## config.mk

```make
export PLATFORM = sky130hd
export DESIGN_NAME = uart_tx_serializer
export DESIGN_NICKNAME = d
export VERILOG_FILES = /design/src/rtl/uart_tx_serializer_pkg.sv /design/src/rtl/uart_tx_serializer.sv
export SDC_FILE = /design/constraint.sdc
export NUM_CORES = 1
export LEC_CHECK = 0
export BUFFER_PORTS_ARGS = -buffer_cell sky130_fd_sc_hd__buf_2
export CAP_MARGIN = 20
export CORE_UTILIZATION = 35
export CTS_CLUSTER_DIAMETER = 150
export DETAILED_ROUTE_END_ITERATION = 10
export PLACE_DENSITY = 0.61
export SKIP_CTS_REPAIR_TIMING = 1
export SLEW_MARGIN = 20
export SYNTH_ARGS = -nofsm -noshare
export SYNTH_HDL_FRONTEND = slang
export SYNTH_SLANG_ARGS = --single-unit
```

## constraint.sdc

```tcl
create_clock -name clk -period 2.35 [get_ports clk]
set_clock_uncertainty 0.2 [all_clocks]
set_input_delay 0.1175 -clock clk [delete_from_list [all_inputs] [get_ports clk]]
set_output_delay 0.1175 -clock clk [all_outputs]
set_load 0.01 [all_outputs]
```

## src/rtl/uart_tx_serializer_pkg.sv

```systemverilog
// Shared UART definitions: FSM state encodings, parity modes and line levels.
// The future receiver imports the same package.
package uart_tx_serializer_pkg;

    typedef enum logic [2:0] {
        S_IDLE   = 3'd0,
        S_START  = 3'd1,
        S_DATA   = 3'd2,
        S_PARITY = 3'd3,
        S_STOP   = 3'd4
    } tx_state_e;

    localparam int PAR_NONE = 0;
    localparam int PAR_EVEN = 1;
    localparam int PAR_ODD  = 2;

    localparam logic LINE_IDLE   = 1'b1;
    localparam logic START_LEVEL = 1'b0;

    // Turns the running XOR of the data bits into the transmitted parity level.
    function automatic logic parity_level(input logic xor_acc, input int mode);
        if (mode == PAR_ODD) begin
            return ~xor_acc;
        end else begin
            return xor_acc;
        end
    endfunction

endpackage

```

## src/rtl/uart_tx_serializer.sv

```systemverilog
// UART transmit serializer: one-entry holding register feeding a baud-tick paced
// start/data/parity/stop frame FSM; back-to-back frames leave with no idle gap.
module uart_tx_serializer
    import uart_tx_serializer_pkg::*;
#(
    parameter int DATA_BITS = 8,
    parameter int PARITY    = 0,
    parameter int STOP_BITS = 1
) (
    input  logic                 clk,
    input  logic                 reset,
    input  logic                 baud_tick,
    input  logic [DATA_BITS-1:0] tx_data,
    input  logic                 tx_valid,
    output logic                 tx_ready,
    output logic                 serial_out,
    output logic                 busy
);

    localparam int IDX_W = $clog2(DATA_BITS);
    localparam logic [IDX_W-1:0] LAST_IDX = IDX_W'(DATA_BITS - 1);

    tx_state_e            state_r,      state_s;
    logic [DATA_BITS-1:0] shifter_r,    shifter_s;
    logic [IDX_W-1:0]     bit_idx_r,    bit_idx_s;
    logic                 stop_cnt_r,   stop_cnt_s;
    logic                 par_acc_r,    par_acc_s;
    logic                 line_r,       line_s;
    logic                 busy_r;
    logic [DATA_BITS-1:0] hold_reg_r;
    logic                 hold_valid_r, hold_valid_s;
    logic                 accept_s;
    logic                 load_s;

    assign tx_ready   = ~hold_valid_r & ~reset;
    assign accept_s   = tx_valid & tx_ready;
    assign serial_out = line_r;
    assign busy       = busy_r;

    // Next-state and next-line computation; nothing moves except on a baud tick.
    always_comb begin
        state_s      = state_r;
        shifter_s    = shifter_r;
        bit_idx_s    = bit_idx_r;
        stop_cnt_s   = stop_cnt_r;
        par_acc_s    = par_acc_r;
        line_s       = line_r;
        hold_valid_s = hold_valid_r;
        load_s       = 1'b0;

        if (baud_tick) begin
            case (state_r)
                S_IDLE: begin
                    if (hold_valid_r) begin
                        load_s = 1'b1;
                    end else begin
                        line_s = LINE_IDLE;
                    end
                end
                S_START: begin
                    line_s    = shifter_r[0];
                    par_acc_s = par_acc_r ^ shifter_r[0];
                    bit_idx_s = {IDX_W{1'b0}};
                    state_s   = S_DATA;
                end
                S_DATA: begin
                    if (bit_idx_r != LAST_IDX) begin
                        shifter_s = shifter_r >> 1;
                        line_s    = shifter_r[1];
                        par_acc_s = par_acc_r ^ shifter_r[1];
                        bit_idx_s = bit_idx_r + IDX_W'(1);
                    end else if (PARITY != PAR_NONE) begin
                        line_s  = parity_level(par_acc_r, PARITY);
                        state_s = S_PARITY;
                    end else begin
                        line_s     = LINE_IDLE;
                        stop_cnt_s = 1'b0;
                        state_s    = S_STOP;
                    end
                end
                S_PARITY: begin
                    line_s     = LINE_IDLE;
                    stop_cnt_s = 1'b0;
                    state_s    = S_STOP;
                end
                S_STOP: begin
                    if ((STOP_BITS == 2) && (stop_cnt_r == 1'b0)) begin
                        stop_cnt_s = 1'b1;
                    end else if (hold_valid_r) begin
                        // Pending byte: chain straight into the next start bit.
                        load_s = 1'b1;
                    end else begin
                        line_s  = LINE_IDLE;
                        state_s = S_IDLE;
                    end
                end
                default: begin
                    line_s  = LINE_IDLE;
                    state_s = S_IDLE;
                end
            endcase

            if (load_s) begin
                line_s       = START_LEVEL;
                shifter_s    = hold_reg_r;
                hold_valid_s = 1'b0;
                par_acc_s    = 1'b0;
                state_s      = S_START;
            end else begin
                hold_valid_s = hold_valid_s;
            end
        end else begin
            state_s = state_r;
        end

        // An accept can only happen while the holding register is empty.
        if (accept_s) begin
            hold_valid_s = 1'b1;
        end else begin
            hold_valid_s = hold_valid_s;
        end
    end

    // FSM, shifter, counters and registered line/busy outputs.
    always_ff @(posedge clk) begin
        if (reset) begin
            state_r      <= S_IDLE;
            shifter_r    <= {DATA_BITS{1'b0}};
            bit_idx_r    <= {IDX_W{1'b0}};
            stop_cnt_r   <= 1'b0;
            par_acc_r    <= 1'b0;
            line_r       <= LINE_IDLE;
            busy_r       <= 1'b0;
            hold_valid_r <= 1'b0;
        end else begin
            state_r      <= state_s;
            shifter_r    <= shifter_s;
            bit_idx_r    <= bit_idx_s;
            stop_cnt_r   <= stop_cnt_s;
            par_acc_r    <= par_acc_s;
            line_r       <= line_s;
            busy_r       <= (state_s != S_IDLE);
            hold_valid_r <= hold_valid_s;
        end
    end

    // Holding register captures the byte on accept.
    always_ff @(posedge clk) begin
        if (reset) begin
            hold_reg_r <= {DATA_BITS{1'b0}};
        end else if (accept_s) begin
            hold_reg_r <= tx_data;
        end else begin
            hold_reg_r <= hold_reg_r;
        end
    end

endmodule

```

==> Word level (Yosys, flattened, before mapping) <==
Index checks and enable logic that the tools add are counted.
{ "totals": {"register_bits": 25, "output_inout_bits": 3, "wordCells": 51} }
{ "classes": {"n_addsub": 1, "n_eq_ne": 7, "n_mux": 20, "n_bitwise": 4, "reduce_logical": 12} }
{ "ops": {"columns": ["operator", "n"], "rows": [
  ["$mux W8", 3],
  ["$mux W3", 5],
  ["$pmux W3 S5", 1],
  ["$reduce_bool A2 Y1", 5],
  ["$mux W1", 9],
  ["$eq A3 B2 Y1 const B", 2],
  ["$pmux W3 S2", 1],
  ["$reduce_and A3 Y1", 2],
  ["$reduce_and A2 Y1", 2],
  ["$add A3 B1 Y3 const B", 1],
  ["$eq A3 B1 Y1 const B", 1],
  ["$eq A3 B3 Y1 const B", 1],
  ["$logic_not A3 Y1", 1],
  ["$ne A3 B2 Y1 const B", 1],
  ["$ne A3 B3 Y1 const B", 1],
  ["$pmux W1 S3", 1],
  ["$reduce_bool A3 Y1", 1],
  ["$and A1 B1 Y1", 2],
  ["$ne A2 B2 Y1 const B", 1],
  ["$not A1 Y1", 2],
  ["$reduce_or A2 Y1", 1]
]} }

==> Longest topological paths before layout <==
{ "logic_depth": {"word_depth": 7, "depth_mapped": 5, "ltp_nobuf": 5} }

==> Worst setup path after synthesis <==
Ideal clock, no wire load.
{ "synth_path": {"path_type": "reg2reg", "start": "register bit_idx_r[0]", "end": "register shifter_r[7]", "setup_ns": 0.131, "arrival_time_ns": 1.610, "required_ns": 2.019, "path_slack_ns": 0.409, "path_stages_with_launch": 6, "n_path_buf": 0, "period_less_slack_ns": 1.941, "cell_sequence": "dfxtp_1 ha_1 ha_1 or3b_2 a21oi_4 o21ai_0"} }
{ "synth_via": {"elab_chain_len": 3} }
{ "synth_lines": {"columns": ["element", "line", "source"], "rows": [
  ["start, declared", "uart_tx_serializer.sv:25", "logic [IDX_W-1:0] bit_idx_r, bit_idx_s;"],
  ["start signal, assigned", "uart_tx_serializer.sv:129", "bit_idx_r <= {IDX_W{1'b0}};"],
  ["start signal, assigned", "uart_tx_serializer.sv:138", "bit_idx_r <= bit_idx_s;"],
  ["$ne A3 B3 Y1", "uart_tx_serializer.sv:67", "if (bit_idx_r != LAST_IDX) begin"],
  ["$reduce_bool A2 Y1 (no line)", null, null],
  ["$reduce_and A3 Y1 (no line)", null, null],
  ["end signal, assigned", "uart_tx_serializer.sv:128", "shifter_r <= {DATA_BITS{1'b0}};"],
  ["end signal, assigned", "uart_tx_serializer.sv:137", "shifter_r <= shifter_s;"],
  ["end, declared", "uart_tx_serializer.sv:24", "logic [DATA_BITS-1:0] shifter_r, shifter_s;"]
]} }
Every way passes these cells.
A chain may end at the register's enable or synchronous reset.

==> Worst setup path after layout <==
Same ends and word-level chain as after synthesis.

==> flow_metrics.tcl <==
set metrics [dict create \
    status "complete, no violations" \
    power_density_nw_per_um2 580 \
    design_area_sq_um 1400 \
    die-area_sq_um 3590 \
    setup.worst_path.end_class "register" \
    track_usage_pct 15.1 \
    die-width_um 59.9 \
    antenna_found_initial 0 \
    initial_utilization_pct 37.8 \
    via_per_inst 5.05 \
    coreArea_sq_um 3100 \
    r2r_cells 5 \
    crit_arrival_ns 2.15 \
    cp-start-kind "register" \
    final-setup-viol-count 0 \
    cts_sinks 25 \
    reg2reg_slack_ns 0.24 \
    yosys_warnings 0 \
    tightest_slew_ns 0.594 \
    synth_top_area_share_pct 42.7 \
    critPathRequiredTime_ns 2.38 \
    ir_worst_vdd_mv 0.431 \
    drt_wl_total_mm 2.47 \
    worst-path-max-fanout 8 \
    drv_slew 0 \
    synth_area_leaders "dfxtp_1 43%, a221oi_2 9.0%, mux2i_1 7.7%, nand2_1 7.4%, a21oi_1 4.3%" \
    seq_area_frac_synth_pct 42.7 \
    numCtsBuffers 3 \
    period_minus_slack_ns 2.11 \
    path_clk_slew_ns 0.15 \
    drive_above_1_share_pct 20.9 \
    drt_drc_violations_left 0 \
    tns_ns 0 \
    grt_max_degree 25 \
    worst-setup-path-type "register to register" \
    rsz0062_at_grt "no" \
    r2r_end "shifter_r[7]" \
    grt_pass1_wl_mm 4.09 \
    yosys_most_used_dff "dfxtp_1" \
    worst_slew_margin_rel_pct 60.3 \
    dr.pass1.iters 4 \
    fmax_mhz 473 \
    pin_count 15 \
    dieHeight_um 59.9 \
    hold_viol 0 \
    cts_buffer_depth 2 \
    syn-cell-area_sq_um 1170 \
    insertion_delay_ns 0.34 \
    yosysUniqueCellTypes 30 \
    whs_path_depth 2 \
    synth_area_per_cell_sq_um 9.23 \
    gp_congestion 0.664 \
    timing.rr.start "bit_idx_r[0]" \
    ant_nets 0 \
    port_buffers 14 \
    synth_most_common_cell "dfxtp_1" \
    leakagePower_nw 0.529 \
    max_cap_violations 0 \
    grt_overflow 0 \
    power.total_mw 0.811 \
    vias 970 \
    first_global_vias 946 \
    holdWs_ns 0.0216 \
    hold_end "state_r[1]" \
    htreeDepth 1 \
    yosys.area.top_type "dfxtp_1" \
    clockRootBuffer "clkbuf_4" \
    hp-start "reset" \
    hold_path_class "input pin to register" \
    final.period_utilization_pct 89.9 \
    antennaDiodeCount 0 \
    utilization_pct 45.1 \
    yosys-top-cells-count "25 x dfxtp_1, 23 x nand2_1, 12 x nor2_1, 10 x a21oi_1, 9 x mux2i_1" \
    ys_seq_elements 25 \
    wl_per_cell_um 12.8 \
    drtIter0Drc 35 \
    synthCells 127 \
    rows 20 \
    synth.net_count 141 \
    final_nets 163 \
    dp_hpwl_mm 1.70 \
    placed_area_sq_um 1270 \
    synth-edff-count 0 \
    area_growth_pct 19.3 \
    cts_tree "built" \
    async_flop_share_pct 0 \
]
## power by group
part / leakage, nW / internal [mW] / switching (mW)
Sequential: 0.204 / 0.448 / 0.0179
Clock: 0.0183 / 0.0696 / 0.144
Combinational: 0.306 / 0.0632 / 0.0686
## cells in the final DEF, fill, tap and decap left out, drive strengths merged, types with 2 or more instances in the layout
cell type / instances
a221oi: 7
mux2i: 9
nor3: 2
nor2: 12
inv: 3
a21oi: 11
dlygate4sd3: 10
nor2b: 3
nor4b: 2
dfxtp: 25
nand2b: 3
o21ai: 2
nor3b: 3
ha: 2
clkbuf: 3
nand2: 23
o21bai: 2
buf: 16
## critical path, cell delays in order (launching register included)
cell and delay (ns):
dfxtp_1 0.36, ha_1 0.20, ha_1 0.27, or3b_2 0.50, a21oi_4 0.33, o21ai_0 0.15
## metal layers
metal  global-route usage, %  up-vias  wire [um]
met2                    28.9       19       1200
met3                    3.90        0         82
met5                       0        -          0
met1                    16.7      462       1180
met4                    2.33        0          0
li1                        -      489          -
## flip-flops by register name, indices dropped and copies added (netlist names)
signal / cells
state_r: 3
bit_idx_r: 3
hold_valid_r: 1
serial_out: 1
shifter_r: 8
hold_reg_r: 8
busy: 1
## worst max-delay path by stage
| stage | from | endpoint | slack, ns | cells past startpoint |
|---|---|---|---|---|
| 6_report | bit_idx_r[0] | shifter_r[7] | 0.24 | 5 |
| 5_1_grt | bit_idx_r[0] | shifter_r[7] | 0.15 | 5 |
| 4_1_cts | bit_idx_r[0] | shifter_r[7] | 0.24 | 5 |
| 3_5_place_dp | bit_idx_r[0] | shifter_r[7] | 0.25 | 5 |
| 3_3_place_gp | bit_idx_r[0] | shifter_r[7] | 0.32 | 5 |
| 2_1_floorplan | bit_idx_r[0] | shifter_r[7] | 0.41 | 5 |
## area by class of cell
type | instances | area (sq um)
sequential | 25 | 500
tap | 44 | 55.1
fill | 344 | 1700
clock inverter | 1 | 8.76
clock buffer | 3 | 22.5
multi-input combinational | 91 | 619
timing repair buffer | 26 | 185
inverter | 2 | 7.51
## metrics by stage
| stage | cells | setup WS [ns] |
|---|---|---|
| 6_report | 192 | 0.237 |
| 5_1_grt | 192 | 0.152 |
| 4_1_cts | 182 | 0.240 |
| 3_5_place_dp | 178 | 0.251 |
| 3_3_place_gp | 178 | 0.322 |
| 2_1_floorplan | 127 | 0.409 |
## logic make-up (layout without fill, tap and decap cells)
family | after synthesis | count (layout) | share of synthesized area (%)
simple gates | 52 | 52 | 22.1
compound gates | 28 | 28 | 20.9
flops | 25 | 25 | 42.7
buf+inv | 11 | 32 | 4.48
mux | 9 | 9 | 7.68
fa+ha+maj | 2 | 2 | 2.13
Note: power is estimated with default switching activity, not from simulation.
